### src/rtl/plot_sink_pkg.sv
// plot_sink_pkg: shared game screen geometry, background colour, sink FSM encoding and pixel entry type
package plot_sink_pkg;
  localparam int SCREEN_W = 160;
  localparam int SCREEN_H = 120;
  localparam logic [2:0] BG_COLOUR = 3'b111;
  typedef enum logic [1:0] {
    ST_IDLE  = 2'd0,
    ST_DRAIN = 2'd1,
    ST_CLEAR = 2'd2
  } state_t;
  typedef struct packed {
    logic [7:0] x;
    logic [6:0] y;
    logic [2:0] colour;
  } pixel_t;
endpackage

### src/rtl/pixel_fifo.sv
// pixel_fifo: DEPTH-entry FIFO of {x,y,colour}; ports clk, resetn, push/din, pop/dout, full, empty
module pixel_fifo import plot_sink_pkg::*; #(
  parameter int DEPTH = 8
) (
  input  logic                     clk,
  input  logic                     resetn,
  input  logic                     push,
  input  logic                     pop,
  input  logic [$bits(pixel_t)-1:0] din,
  output logic [$bits(pixel_t)-1:0] dout,
  output logic                     full,
  output logic                     empty
);
  localparam int AW = $clog2(DEPTH);
  logic [$bits(pixel_t)-1:0] mem [DEPTH];
  logic [AW:0] wr_q, wr_d, rd_q, rd_d;
  always_comb begin
    wr_d = wr_q + (AW+1)'(push);
    rd_d = rd_q + (AW+1)'(pop);
  end
  assign empty = wr_q == rd_q;
  assign full  = (wr_q[AW] != rd_q[AW]) && (wr_q[AW-1:0] == rd_q[AW-1:0]);
  assign dout  = mem[rd_q[AW-1:0]];
  always_ff @(posedge clk or negedge resetn) begin
    if (!resetn) begin
      wr_q <= '0;
      rd_q <= '0;
    end else begin
      wr_q <= wr_d;
      rd_q <= rd_d;
    end
  end
  always_ff @(posedge clk) begin
    if (push) mem[wr_q[AW-1:0]] <= din;
  end
endmodule

### src/rtl/plot_sink.sv
// plot_sink: queues game pixels (dropping off-screen ones) and plots them or a full background clear to the VGA adapter; ports in_* handshake, clear_req/clear_busy, vga_* plot outputs, drop_count
module plot_sink import plot_sink_pkg::*; #(
  parameter int         DEPTH     = 8,
  parameter int         SCREEN_W  = plot_sink_pkg::SCREEN_W,
  parameter int         SCREEN_H  = plot_sink_pkg::SCREEN_H,
  parameter logic [2:0] BG_COLOUR = plot_sink_pkg::BG_COLOUR
) (
  input  logic       clk,
  input  logic       resetn,
  input  logic       in_valid,
  output logic       in_ready,
  input  logic [7:0] in_x,
  input  logic [7:0] in_y,
  input  logic [2:0] in_colour,
  input  logic       clear_req,
  output logic       clear_busy,
  output logic [7:0] vga_x,
  output logic [6:0] vga_y,
  output logic [2:0] vga_colour,
  output logic       vga_plot,
  output logic [7:0] drop_count
);
  state_t     state_q, state_d;
  logic       busy_q, busy_d;
  logic [7:0] cx_q, cx_d;
  logic [6:0] cy_q, cy_d;
  logic [7:0] drop_q, drop_d;
  logic       plot_q, plot_d;
  pixel_t     out_q, out_d;
  pixel_t     head;
  logic       full, empty, fire, on_screen, push, pop, row_end, last;
  pixel_fifo #(.DEPTH(DEPTH)) u_fifo (
    .clk    (clk),
    .resetn (resetn),
    .push   (push),
    .pop    (pop),
    .din    (pixel_t'{in_x, in_y[6:0], in_colour}),
    .dout   (head),
    .full   (full),
    .empty  (empty)
  );
  assign in_ready = !full && !busy_q;
  always_comb begin
    fire      = in_valid && in_ready;
    on_screen = int'(in_x) < SCREEN_W && int'(in_y) < SCREEN_H;
    push      = fire && on_screen;
    pop       = !empty && state_q != ST_CLEAR;
    row_end   = int'(cx_q) == SCREEN_W - 1;
    last      = state_q == ST_CLEAR && row_end && int'(cy_q) == SCREEN_H - 1;
    busy_d    = busy_q ? !last : clear_req;
    drop_d    = drop_q + 8'(fire && !on_screen && drop_q != 8'hff);
    state_d   = state_q == ST_CLEAR ? (last ? ST_IDLE : ST_CLEAR) :
                busy_q && empty ? ST_CLEAR : empty ? ST_IDLE : ST_DRAIN;
    cx_d      = state_q != ST_CLEAR || row_end ? 8'd0 : cx_q + 8'd1;
    cy_d      = state_q != ST_CLEAR ? 7'd0 : row_end ? cy_q + 7'd1 : cy_q;
    plot_d    = pop || state_q == ST_CLEAR;
    out_d     = pop ? head : state_q == ST_CLEAR ? pixel_t'{cx_q, cy_q, BG_COLOUR} : out_q;
  end
  always_ff @(posedge clk or negedge resetn) begin
    if (!resetn) begin
      state_q <= ST_IDLE;
      busy_q  <= 1'b0;
      cx_q    <= '0;
      cy_q    <= '0;
      drop_q  <= '0;
      plot_q  <= 1'b0;
      out_q   <= '0;
    end else begin
      state_q <= state_d;
      busy_q  <= busy_d;
      cx_q    <= cx_d;
      cy_q    <= cy_d;
      drop_q  <= drop_d;
      plot_q  <= plot_d;
      out_q   <= out_d;
    end
  end
  assign clear_busy = busy_q;
  assign drop_count = drop_q;
  assign vga_plot   = plot_q;
  assign vga_x      = out_q.x;
  assign vga_y      = out_q.y;
  assign vga_colour = out_q.colour;
endmodule

### config.mk
export PLATFORM = sky130hd
export DESIGN_NAME = plot_sink
export DESIGN_NICKNAME = d
export VERILOG_FILES = /design/src/rtl/plot_sink_pkg.sv /design/src/rtl/pixel_fifo.sv /design/src/rtl/plot_sink.sv
export SDC_FILE = /design/constraint.sdc
export NUM_CORES = 1
export LEC_CHECK = 0
export ABC_CLOCK_PERIOD_IN_PS = 9000
export BUFFER_PORTS_ARGS = -buffer_cell sky130_fd_sc_hd__buf_2
export CAP_MARGIN = 25
export CORE_MARGIN = 1.5
export CORE_UTILIZATION = 60
export DETAILED_ROUTE_END_ITERATION = 12
export PLACE_DENSITY = 0.79
export REMOVE_ABC_BUFFERS = 1
export SLEW_MARGIN = 0
export SYNTH_ARGS = -nofsm -noshare
export SYNTH_HDL_FRONTEND = slang
export SYNTH_SLANG_ARGS = --single-unit
### constraint.sdc
create_clock -name clk -period 9 [get_ports clk]
set_clock_uncertainty 0.1 [all_clocks]
set_input_delay 0.9 -clock clk [delete_from_list [all_inputs] [get_ports clk]]
set_output_delay 0.9 -clock clk [all_outputs]
set_load 0.01 [all_outputs]
==> run_results.csv <==
group,metric,value,unit
timing,hold_viol_final,0,
cells_and_area,layout.nets,544,
timing,whs,394,ps
logic_synthesis,seq_area_frac_synth,0.718,
power,power.density,270,nW/um2
timing,fmax,313,MHz
timing,finalCritPeriodShare,0.355,
cells_and_area,area_delta_synth_final,13.7,%
placed_design,placed_area,8340,um2
logic_synthesis,synth_area,7870,um2
min_path,min_path_cells,1,
logic_synthesis,synthDistinctLibCells,41,
power,p_leak,3.21,nW
power,total_power,0.00241,W
logic_synthesis,ys_ff_latch,197,
cells_and_area,finalInstanceArea,8950,um2
cells_and_area,mostFrequentLayoutCells,"144 x edfxtp_1, 52 x dfrtp_1, 51 x buf_2",
route,routedWlPerCell,21.8,um
cts,clockBufferDepth,2,
critical_path,crit_arrival,3140,ps
placed_design,gp_congestion,0.785,
cells_and_area,finalNonFillerCells,698,
logic_synthesis,ys_warn_count,0,
critical_path,worst_path_largest_cell_delay,950,ps
global_route,grt_overflow,0,
global_route,first_global_vias,4395,
cts,cts_resized,0,
logic_synthesis,syn_inst,456,
placed_design,dp_cells,664,
critical_path,path_class,"flip-flop to flip-flop",
global_route,grt_max_degree,54,
cells_and_area,diodes,0,
logic_synthesis,yosys_most_used_dff,"edfxtp_1",
die,die_area,13800,um2
route,drtAntennaViolNets,0,
cts,cts_tree,"built",
global_route,grt_util_all_layers,0.235,
die,core,12700,um2
critical_path,critPathTopFamily,"simple AND/OR/NAND/NOR gates",
placed_design,io_buffers,51,
cts,clk_pin_slew,70,ps
critical_path,worst_ep_required_time,8950,ps
global_route,antenna_found_initial,0,
cts,cts_sinks,197,
critical_path,path_buf_inv,1,
cts,postCtsSetupRepairBufs,0,
timing,final_max_slew_viol_count,0,
timing,period_needed,3190,ps
critical_path,reg2reg_from,"u_fifo.rd_q[0]",
min_path,hold_start,"drop_count[7]",
die,rows,41,
timing,setup_violations,0,
critical_path,start_kind,"flip-flop",
placed_design,dpl.hpwl,9060,um
critical_path,reg2reg_to,"u_fifo.mem[3][2]",
cells_and_area,layout-drive-gt1-share,0.264,
die,initial_core_util,0.619,
power,vdd_drop_max,171,uV
cts,cts_root_buf,"clkbuf_16",
route,dr.pass1.iters,5,
route,drt_iter0_drc,367,
critical_path,ff2ff_path_depth,5,
critical_path,worstSetupEndpointType,"flip-flop",
cts,numCtsBuffers,17,
route,viasPerCell,6.08,
route,drc_errors,0,
die,pin_count,52,
timing,worst_pin_slew,1060,ps
die,die_h,118,um
logic_synthesis,synth.avg_cell_area,17.3,um2
min_path,hp-class,"flip-flop to flip-flop",
route,via_count,4245,
cts,clock_latency,430,ps
logic_synthesis,ys_async_sr_fraction,0.269,
cts,htree_levels,4,
critical_path,path_max_fanout,38,
cts,cts_hold_buf,0,
logic_synthesis,synth-edff-count,144,
logic_synthesis,ys_top_cells_by_area,"edfxtp_1 55%, dfrtp_1 17%, mux4_2 10%",
timing,finalSetupTns,0,ps
critical_path,r2r_slack,5810,ps
timing,slew_headroom,0.290,
critical_path,cp_slowest_cell,"and4b_1",
route,wl,15200,um
die,die_w,118,um
timing,rsz0062_at_grt,"no",
logic_synthesis,synth_top_area_frac,0.549,
min_path,min_to,"drop_count[7]",
logic_synthesis,synth.largest_area_cell,"edfxtp_1",
global_route,grt_pass1_wl,24000,um
cells_and_area,final_common_cell,"edfxtp_1",
status,status,"completed",
critical_path,path_cells,"buf_4 -> xnor2_1 -> a41o_1 -> nor2_2 -> and4b_1",
flow_run,drv_cap,0,
-- how the worst max path moves through the flow --
stage / end / cells after the start / slack [ps] / from
after global placement: u_fifo.mem[5][11] / 5 / 5760 / in_x[6]
after CTS: u_fifo.mem[3][2] / 5 / 5760 / u_fifo.rd_q[0]
after detailed placement: u_fifo.mem[1][11] / 5 / 5660 / in_x[6]
after floorplan: u_fifo.mem[2][0] / 4 / 4190 / u_fifo.rd_q[0]
final: u_fifo.mem[3][2] / 5 / 5810 / u_fifo.rd_q[0]
after global routing: u_fifo.mem[3][2] / 5 / 5560 / u_fifo.rd_q[0]
-- cells in the mapped netlist, drive strengths merged, types with 2 or more instances --
| master | number |
|---|---|
| o21ai | 33 |
| and3 | 6 |
| ha | 8 |
| xnor2 | 11 |
| a2bb2oi | 3 |
| nand2b | 3 |
| clkbuf | 10 |
| nand4 | 6 |
| nor2 | 20 |
| nand3 | 13 |
| mux4 | 36 |
| xor2 | 14 |
| a21oi | 2 |
| a41oi | 2 |
| a211oi | 14 |
| edfxtp | 144 |
| nor4bb | 3 |
| nand2 | 24 |
| and4b | 2 |
| nor2b | 15 |
| mux2i | 4 |
| buf | 15 |
| or4 | 2 |
| dfrtp | 53 |
| and4 | 4 |
-- logic make-up (layout without fill, tap and decap cells) --
group | Yosys count | count (layout) | share of synthesized area
flip-flops | 197 | 197 | 0.718
AND/OR/NAND/NOR | 103 | 103 | 0.0717
AO/OA/AOI/OAI | 57 | 57 | 0.0445
multiplexers | 41 | 41 | 0.109
XOR/XNOR | 25 | 25 | 0.0278
buffers and inverters | 25 | 95 | 0.0162
adder cells (fa/ha/maj) | 8 | 8 | 0.0127
-- sequential cells by signal, indices dropped and copies added, names as in the netlist --
name         count
u_fifo.rd_q      4
u_fifo.mem     144
vga_plot         1
vga_x            8
clear_busy       1
u_fifo.wr_q      4
drop_count       8
vga_colour       3
cx_q             8
state_q          2
cy_q             7
vga_y            7
-- layout make-up --
type                       instances  area [um2]
timing repair buffer              63         370
fill                             845        3770
sequential                       197        5650
multi-input combinational        234        2140
clock buffer                      19         433
clock inverter                    13         146
tap                              172         215
-- stage by stage --
stage	utilization	worst slack, ps
4_1_cts	0.701	5760
3_3_place_gp	0.655	5760
5_1_grt	0.704	5560
3_5_place_dp	0.655	5660
2_1_floorplan	-	4190
6_report	0.704	5810
-- report_power, final --
group          total [W]  switching (W)  leakage [nW]  internal, W
clock           0.000742       0.000328         0.285     0.000415
sequential       0.00107      0.0000345          1.97      0.00104
combinational   0.000600       0.000320         0.957     0.000280
total            0.00241       0.000682          3.21      0.00173
-- per-layer routing --
metal | vias up | part of all wire | track usage
met5 | - | 0 | 0
met4 | 0 | 0.023 | 0.0938
met3 | 23 | 0.055 | 0.0533
met2 | 146 | 0.52 | 0.382
met1 | 2186 | 0.40 | 0.313
li1 | 1890 | - | -
(Power assumes the default switching activity.)
